<file path="config.mk">
export PLATFORM = sky130hd
export DESIGN_NAME = pipeline_swap_sequencer
export DESIGN_NICKNAME = d
export VERILOG_FILES = /design/src/rtl/pipeline_swap_sequencer.sv
export SDC_FILE = /design/constraint.sdc
export NUM_CORES = 1
export LEC_CHECK = 0
export CAP_MARGIN = 15
export CORE_MARGIN = 2
export CORE_UTILIZATION = 45
export CTS_BUF_LIST = sky130_fd_sc_hd__clkbuf_4 sky130_fd_sc_hd__clkbuf_8
export DETAILED_ROUTE_END_ITERATION = 12
export GPL_ROUTABILITY_DRIVEN = 0
export PLACE_DENSITY = 0.72
export SYNTH_ARGS = -nofsm -noshare
export SYNTH_HDL_FRONTEND = slang
export SYNTH_SLANG_ARGS = --single-unit
</file>
<file path="constraint.sdc">
create_clock -name clk -period 34.4 [get_ports clk]
set_input_delay 8.6 -clock clk [delete_from_list [all_inputs] [get_ports clk]]
set_output_delay 8.6 -clock clk [all_outputs]
set_load 0.005 [all_outputs]
</file>
<file path="src/rtl/pipeline_swap_sequencer.sv">
// Hands output over between two DSP pipelines with a linear crossfade,
// and holds back pipeline resets that arrive while the fade is running.
module pipeline_swap_sequencer #(
   parameter int unsigned DATA_WIDTH   = 16,
   parameter int unsigned FADE_SAMPLES = 256
) (
   input  logic                         clk,
   input  logic                         reset,
   input  logic                         sample_tick,
   input  logic signed [DATA_WIDTH-1:0] sample_in_0,
   input  logic signed [DATA_WIDTH-1:0] sample_in_1,
   input  logic                         swap_req,
   input  logic [1:0]                   reset_req,
   output logic                         pipelines_swapping,
   output logic                         active_pipeline,
   output logic [1:0]                   reset_pipeline,
   output logic signed [DATA_WIDTH-1:0] sample_out,
   output logic                         sample_out_valid
);

   localparam int unsigned FADE_BITS = $clog2(FADE_SAMPLES);
   localparam int unsigned CTR_W     = FADE_BITS + 1;
   localparam int unsigned SHIFT     = DATA_WIDTH - 1 - FADE_BITS;
   localparam int unsigned PROD_W    = 2 * DATA_WIDTH + 1;

   localparam logic signed [DATA_WIDTH-1:0] UNITY    = {1'b0, {(DATA_WIDTH-1){1'b1}}};
   localparam logic signed [DATA_WIDTH-1:0] MIN_VAL  = {1'b1, {(DATA_WIDTH-1){1'b0}}};
   localparam logic signed [PROD_W-1:0]     SAT_MAX  = PROD_W'(UNITY);
   localparam logic signed [PROD_W-1:0]     SAT_MIN  = PROD_W'(MIN_VAL);

   typedef enum logic [2:0] {
      S_IDLE,
      S_ARM,
      S_FADE,
      S_FLIP,
      S_RELEASE
   } state_e;

   state_e                         state_q;
   logic [CTR_W-1:0]               fade_ctr_q;
   logic [CTR_W-1:0]               fade_ctr_d;
   logic [1:0]                     pending_q;
   logic                           active_q;
   logic                           swapping_q;
   logic [1:0]                     reset_pipe_q;
   logic signed [DATA_WIDTH-1:0]   sample_out_q;
   logic                           valid_q;

   logic signed [DATA_WIDTH-1:0]   gain_new_c;
   logic signed [DATA_WIDTH-1:0]   gain_old_c;
   logic signed [DATA_WIDTH-1:0]   old_c;
   logic signed [DATA_WIDTH-1:0]   new_c;
   logic signed [DATA_WIDTH-1:0]   pass_c;
   logic signed [DATA_WIDTH-1:0]   mix_c;
   logic signed [PROD_W-1:0]       acc_c;
   logic signed [PROD_W-1:0]       shifted_c;
   logic                           fading_c;
   logic                           pass_sel_c;

   // Crossfade datapath: old = active pipeline, new = the other one.
   always_comb begin
      fade_ctr_d = fade_ctr_q + CTR_W'(1);
      gain_new_c = DATA_WIDTH'(fade_ctr_q) << SHIFT;
      gain_old_c = UNITY - gain_new_c;
      old_c      = active_q ? sample_in_1 : sample_in_0;
      new_c      = active_q ? sample_in_0 : sample_in_1;
      acc_c      = PROD_W'(old_c) * PROD_W'(gain_old_c)
                 + PROD_W'(new_c) * PROD_W'(gain_new_c);
      shifted_c  = acc_c >>> (DATA_WIDTH - 1);
      mix_c      = DATA_WIDTH'(shifted_c);
      if (shifted_c > SAT_MAX) begin
         mix_c = UNITY;
      end else if (shifted_c < SAT_MIN) begin
         mix_c = MIN_VAL;
      end
   end

   // A tick landing in FLIP already sees the toggled pipeline.
   always_comb begin
      fading_c   = (state_q == S_ARM) || (state_q == S_FADE);
      pass_sel_c = active_q ^ (state_q == S_FLIP);
      pass_c     = pass_sel_c ? sample_in_1 : sample_in_0;
   end

   always_ff @(posedge clk) begin
      if (reset) begin
         state_q      <= S_IDLE;
         fade_ctr_q   <= '0;
         pending_q    <= '0;
         active_q     <= 1'b0;
         swapping_q   <= 1'b0;
         reset_pipe_q <= '0;
         sample_out_q <= '0;
         valid_q      <= 1'b0;
      end else begin
         valid_q      <= sample_tick;
         reset_pipe_q <= '0;
         if (sample_tick) begin
            sample_out_q <= fading_c ? mix_c : pass_c;
         end

         case (state_q)
            S_IDLE: begin
               reset_pipe_q <= reset_req;
               if (swap_req) begin
                  state_q    <= S_ARM;
                  swapping_q <= 1'b1;
                  fade_ctr_q <= '0;
               end
            end
            S_ARM: begin
               reset_pipe_q <= reset_req;
               if (sample_tick) begin
                  fade_ctr_q <= fade_ctr_d;
                  state_q    <= S_FADE;
               end
            end
            S_FADE: begin
               pending_q <= pending_q | reset_req;
               if (sample_tick) begin
                  fade_ctr_q <= fade_ctr_d;
                  if (fade_ctr_d == CTR_W'(FADE_SAMPLES)) begin
                     state_q <= S_FLIP;
                  end
               end
            end
            S_FLIP: begin
               pending_q <= pending_q | reset_req;
               active_q  <= ~active_q;
               state_q   <= S_RELEASE;
            end
            S_RELEASE: begin
               // A reset arriving in this last cycle rides out with the deferred ones.
               reset_pipe_q <= pending_q | reset_req;
               pending_q    <= '0;
               swapping_q   <= 1'b0;
               state_q      <= S_IDLE;
            end
            default: begin
               state_q <= S_IDLE;
            end
         endcase
      end
   end

   assign pipelines_swapping = swapping_q;
   assign active_pipeline    = active_q;
   assign reset_pipeline     = reset_pipe_q;
   assign sample_out         = sample_out_q;
   assign sample_out_valid   = valid_q;

endmodule

</file>
==> impl_metrics.env <==
export IMPL_status="finished, final reports clean"
export IMPL_row_count=68
export IMPL_cts_tree="built"
export IMPL_antennaDiodeCount=0
export IMPL_cts_htree_levels=2
export IMPL_die_w_microns=192.2
export IMPL_fin_util=0.4937
export IMPL_setup_tns_ns=0
export IMPL_antenna_left=0
export IMPL_die_h_microns=192.2
export IMPL_synthTopCellsByArea="fa_1 (46%), ha_1 (12%), inv_1 (7.3%)"
export IMPL_critical_path_slowest_cell="xor2_1"
export IMPL_synth_top_area_cell="fa_1"
export IMPL_worstPathRequired_ns=34.60
export IMPL_grt_busiest_layer="met2"
export IMPL_synth_flop_cell="dfxtp_1"
export IMPL_fin_nets=2249
export IMPL_synthArstFlopShare=0
export IMPL_drive_gt1_frac=0.08619
export IMPL_cts_sinks=35
export IMPL_hold_viol_final=0
export IMPL_grt_util_met3=0.01791
export IMPL_grt_pass1_wl_microns=64280
export IMPL_synth_enable_flop_cells=0
export IMPL_first_pass_iters=5
export IMPL_postCtsHoldBufs=0
export IMPL_fin_skew_ns=0.008752
export IMPL_yosysSeqAreaShare=0.04396
export IMPL_grt_setup_unrepaired="no"
export IMPL_wl_microns=37940
export IMPL_wl_per_cell_microns=17.65
export IMPL_cts_made_buffers=5
export IMPL_ys_seq_elements=35
export IMPL_cp_common_cell="fa_1"
export IMPL_syn_nets=2222
export IMPL_overflow=0
export IMPL_grt_max_degree=44
export IMPL_grt_pass1_vias=12890
export IMPL_synthCells=1667
export IMPL_yosysMostFrequentCell="fa_1"
export IMPL_avgSynthCellArea_sq_um=9.562
export IMPL_met2_usage=0.3980
export IMPL_clock_root_buffer="clkbuf_8"
export IMPL_area_growth_pct=7.519
export IMPL_endpoint_kind="flop"
export IMPL_worstPathArrival_ns=19.17
export IMPL_drt_iter0_markers=654
export IMPL_max_slew_margin=0.3412
export IMPL_cp_max_fo=13
export IMPL_hold_path_class="flop to flop"
export IMPL_synth_commonest_cells="fa_1 (368), inv_1 (312), ha_1 (149)"
export IMPL_insertion_delay_ns=0.29
export IMPL_startpoint_type="input port"
export IMPL_ys_warnings_count=0
export IMPL_worst_slew_pin_slew_ns=0.9608
export IMPL_grt_total_usage=0.2197
export IMPL_clk_path_buf_depth=2
export IMPL_place_port_buffers=58
export IMPL_critical_path_max_stage_delay_ns=0.65
export IMPL_ys_types=55
export IMPL_slew_violations=0
export IMPL_max_cap_violations=0
export IMPL_synth_top_area_share=0.4622
export IMPL_die_area_sq_um=36940
export IMPL_fillCellCount=3188
export IMPL_via_per_inst=5.341
export IMPL_crit_type="input port to flop"
export IMPL_grtUsageMet1=0.2814
export IMPL_min_period_ns=18.97
export IMPL_setup_viol=0
export IMPL_start_util=0.4592
export IMPL_synth_area_sq_um=15940
export IMPL_hpwlAfterDp_microns=31270
export IMPL_drc=0
export IMPL_antenna_found_initial=0
export IMPL_finalCritPeriodShare=0.5515
export IMPL_postCtsSetupRepairBufs=0
export IMPL_coreArea_sq_um=34710
export IMPL_clkTransAtPathRegs_ns=0.07
export IMPL_io_pins=59
export IMPL_vias=11480
export IMPL_cts_resized=0
export IMPL_max_freq_mhz=52.71
==> worst max-delay path: cells and delay by family <==
kind                     cells  cell delay [ns]
buffers and inverters        7             0.84
AO/OA/AOI/OAI               12             3.11
multiplexers                 1             0.33
AND/OR/NAND/NOR              1             0.14
XOR/XNOR                     4             1.14
adder cells (fa/ha/maj)     11             5.02
==> final cells by class <==
| cell class | count | area [sq um] | area share |
|---|---|---|---|
| inverter | 313 | 1175 | 0.06855 |
| clock buffer | 6 | 82.58 | 0.004818 |
| clock inverter | 1 | 5.005 | 0.0002920 |
| sequential | 35 | 701.9 | 0.04095 |
| multi-input combinational | 1255 | 13830 | 0.8069 |
| timing repair buffer | 84 | 775.7 | 0.04526 |
| tap | 455 | 569.3 | 0.03322 |
==> logic make-up after synthesis <==
family          synth area share
mux                      0.04042
flops                    0.04396
simple gates              0.1283
fa+ha+maj                 0.5791
buf+inv                  0.08893
compound gates           0.07261
xor+xnor                 0.04663
==> cell usage in the layout (no fill, tap or decap), drive strengths merged, types with 9 or more instances in the layout <==
cell type      count
a21o              15
clkdlybuf4s50     58
a211oi            27
or2               80
xor2              12
o21ai             31
a21oi             54
nand2             94
mux2              27
buf               26
nor2b             10
nor2             122
inv              313
and2              66
dfxtp             35
xnor2             72
mux2i             34
o22ai             10
and3               9
ha               149
fa               368
==> layer usage <==
| metal | vias to the layer above | wire length, microns |
|---|---|---|
| met5 | - | 0 |
| met4 | 0 | 1139 |
| met3 | 72 | 1356 |
| met2 | 272 | 19680 |
| met1 | 5918 | 15760 |
| li1 | 5216 | - |
==> state kept, by name, summed over array words and instances, names as in the netlist <==
register	count
fade_ctr_q	9
active_pipeline	1
pending_q	2
sample_out	16
reset_pipeline	2
pipelines_swapping	1
state_q	3
sample_out_valid	1
==> stage by stage <==
step | setup slack [ns] | std cells | hold WS [ns] | cell area [sq um]
after floorplan | 16.99 | 1667 | 0.4744 | 15940
after global placement | 15.62 | 2142 | 0.4950 | 17050
after detailed placement | 15.25 | 2142 | 0.5061 | 17050
after CTS | 15.51 | 2149 | 0.5227 | 17140
after global routing | 14.73 | 2149 | 0.5407 | 17140
final | 15.43 | 2149 | 0.5211 | 17140
==> final timing paths <==
path	start	endpoint	slack [ns]	depth (start not counted)
worst min-delay path	pending_q[0]	pending_q[0]	0.52	2
worst min register to register	pending_q[0]	pending_q[0]	0.52	2
worst max register to register	active_pipeline	sample_out[6]	23.13	35
worst max-delay path	sample_in_1[8]	sample_out[6]	15.43	36
Power is not shown: default switching activity piles up to over one toggle a cycle in this logic, so the estimate is an artifact.
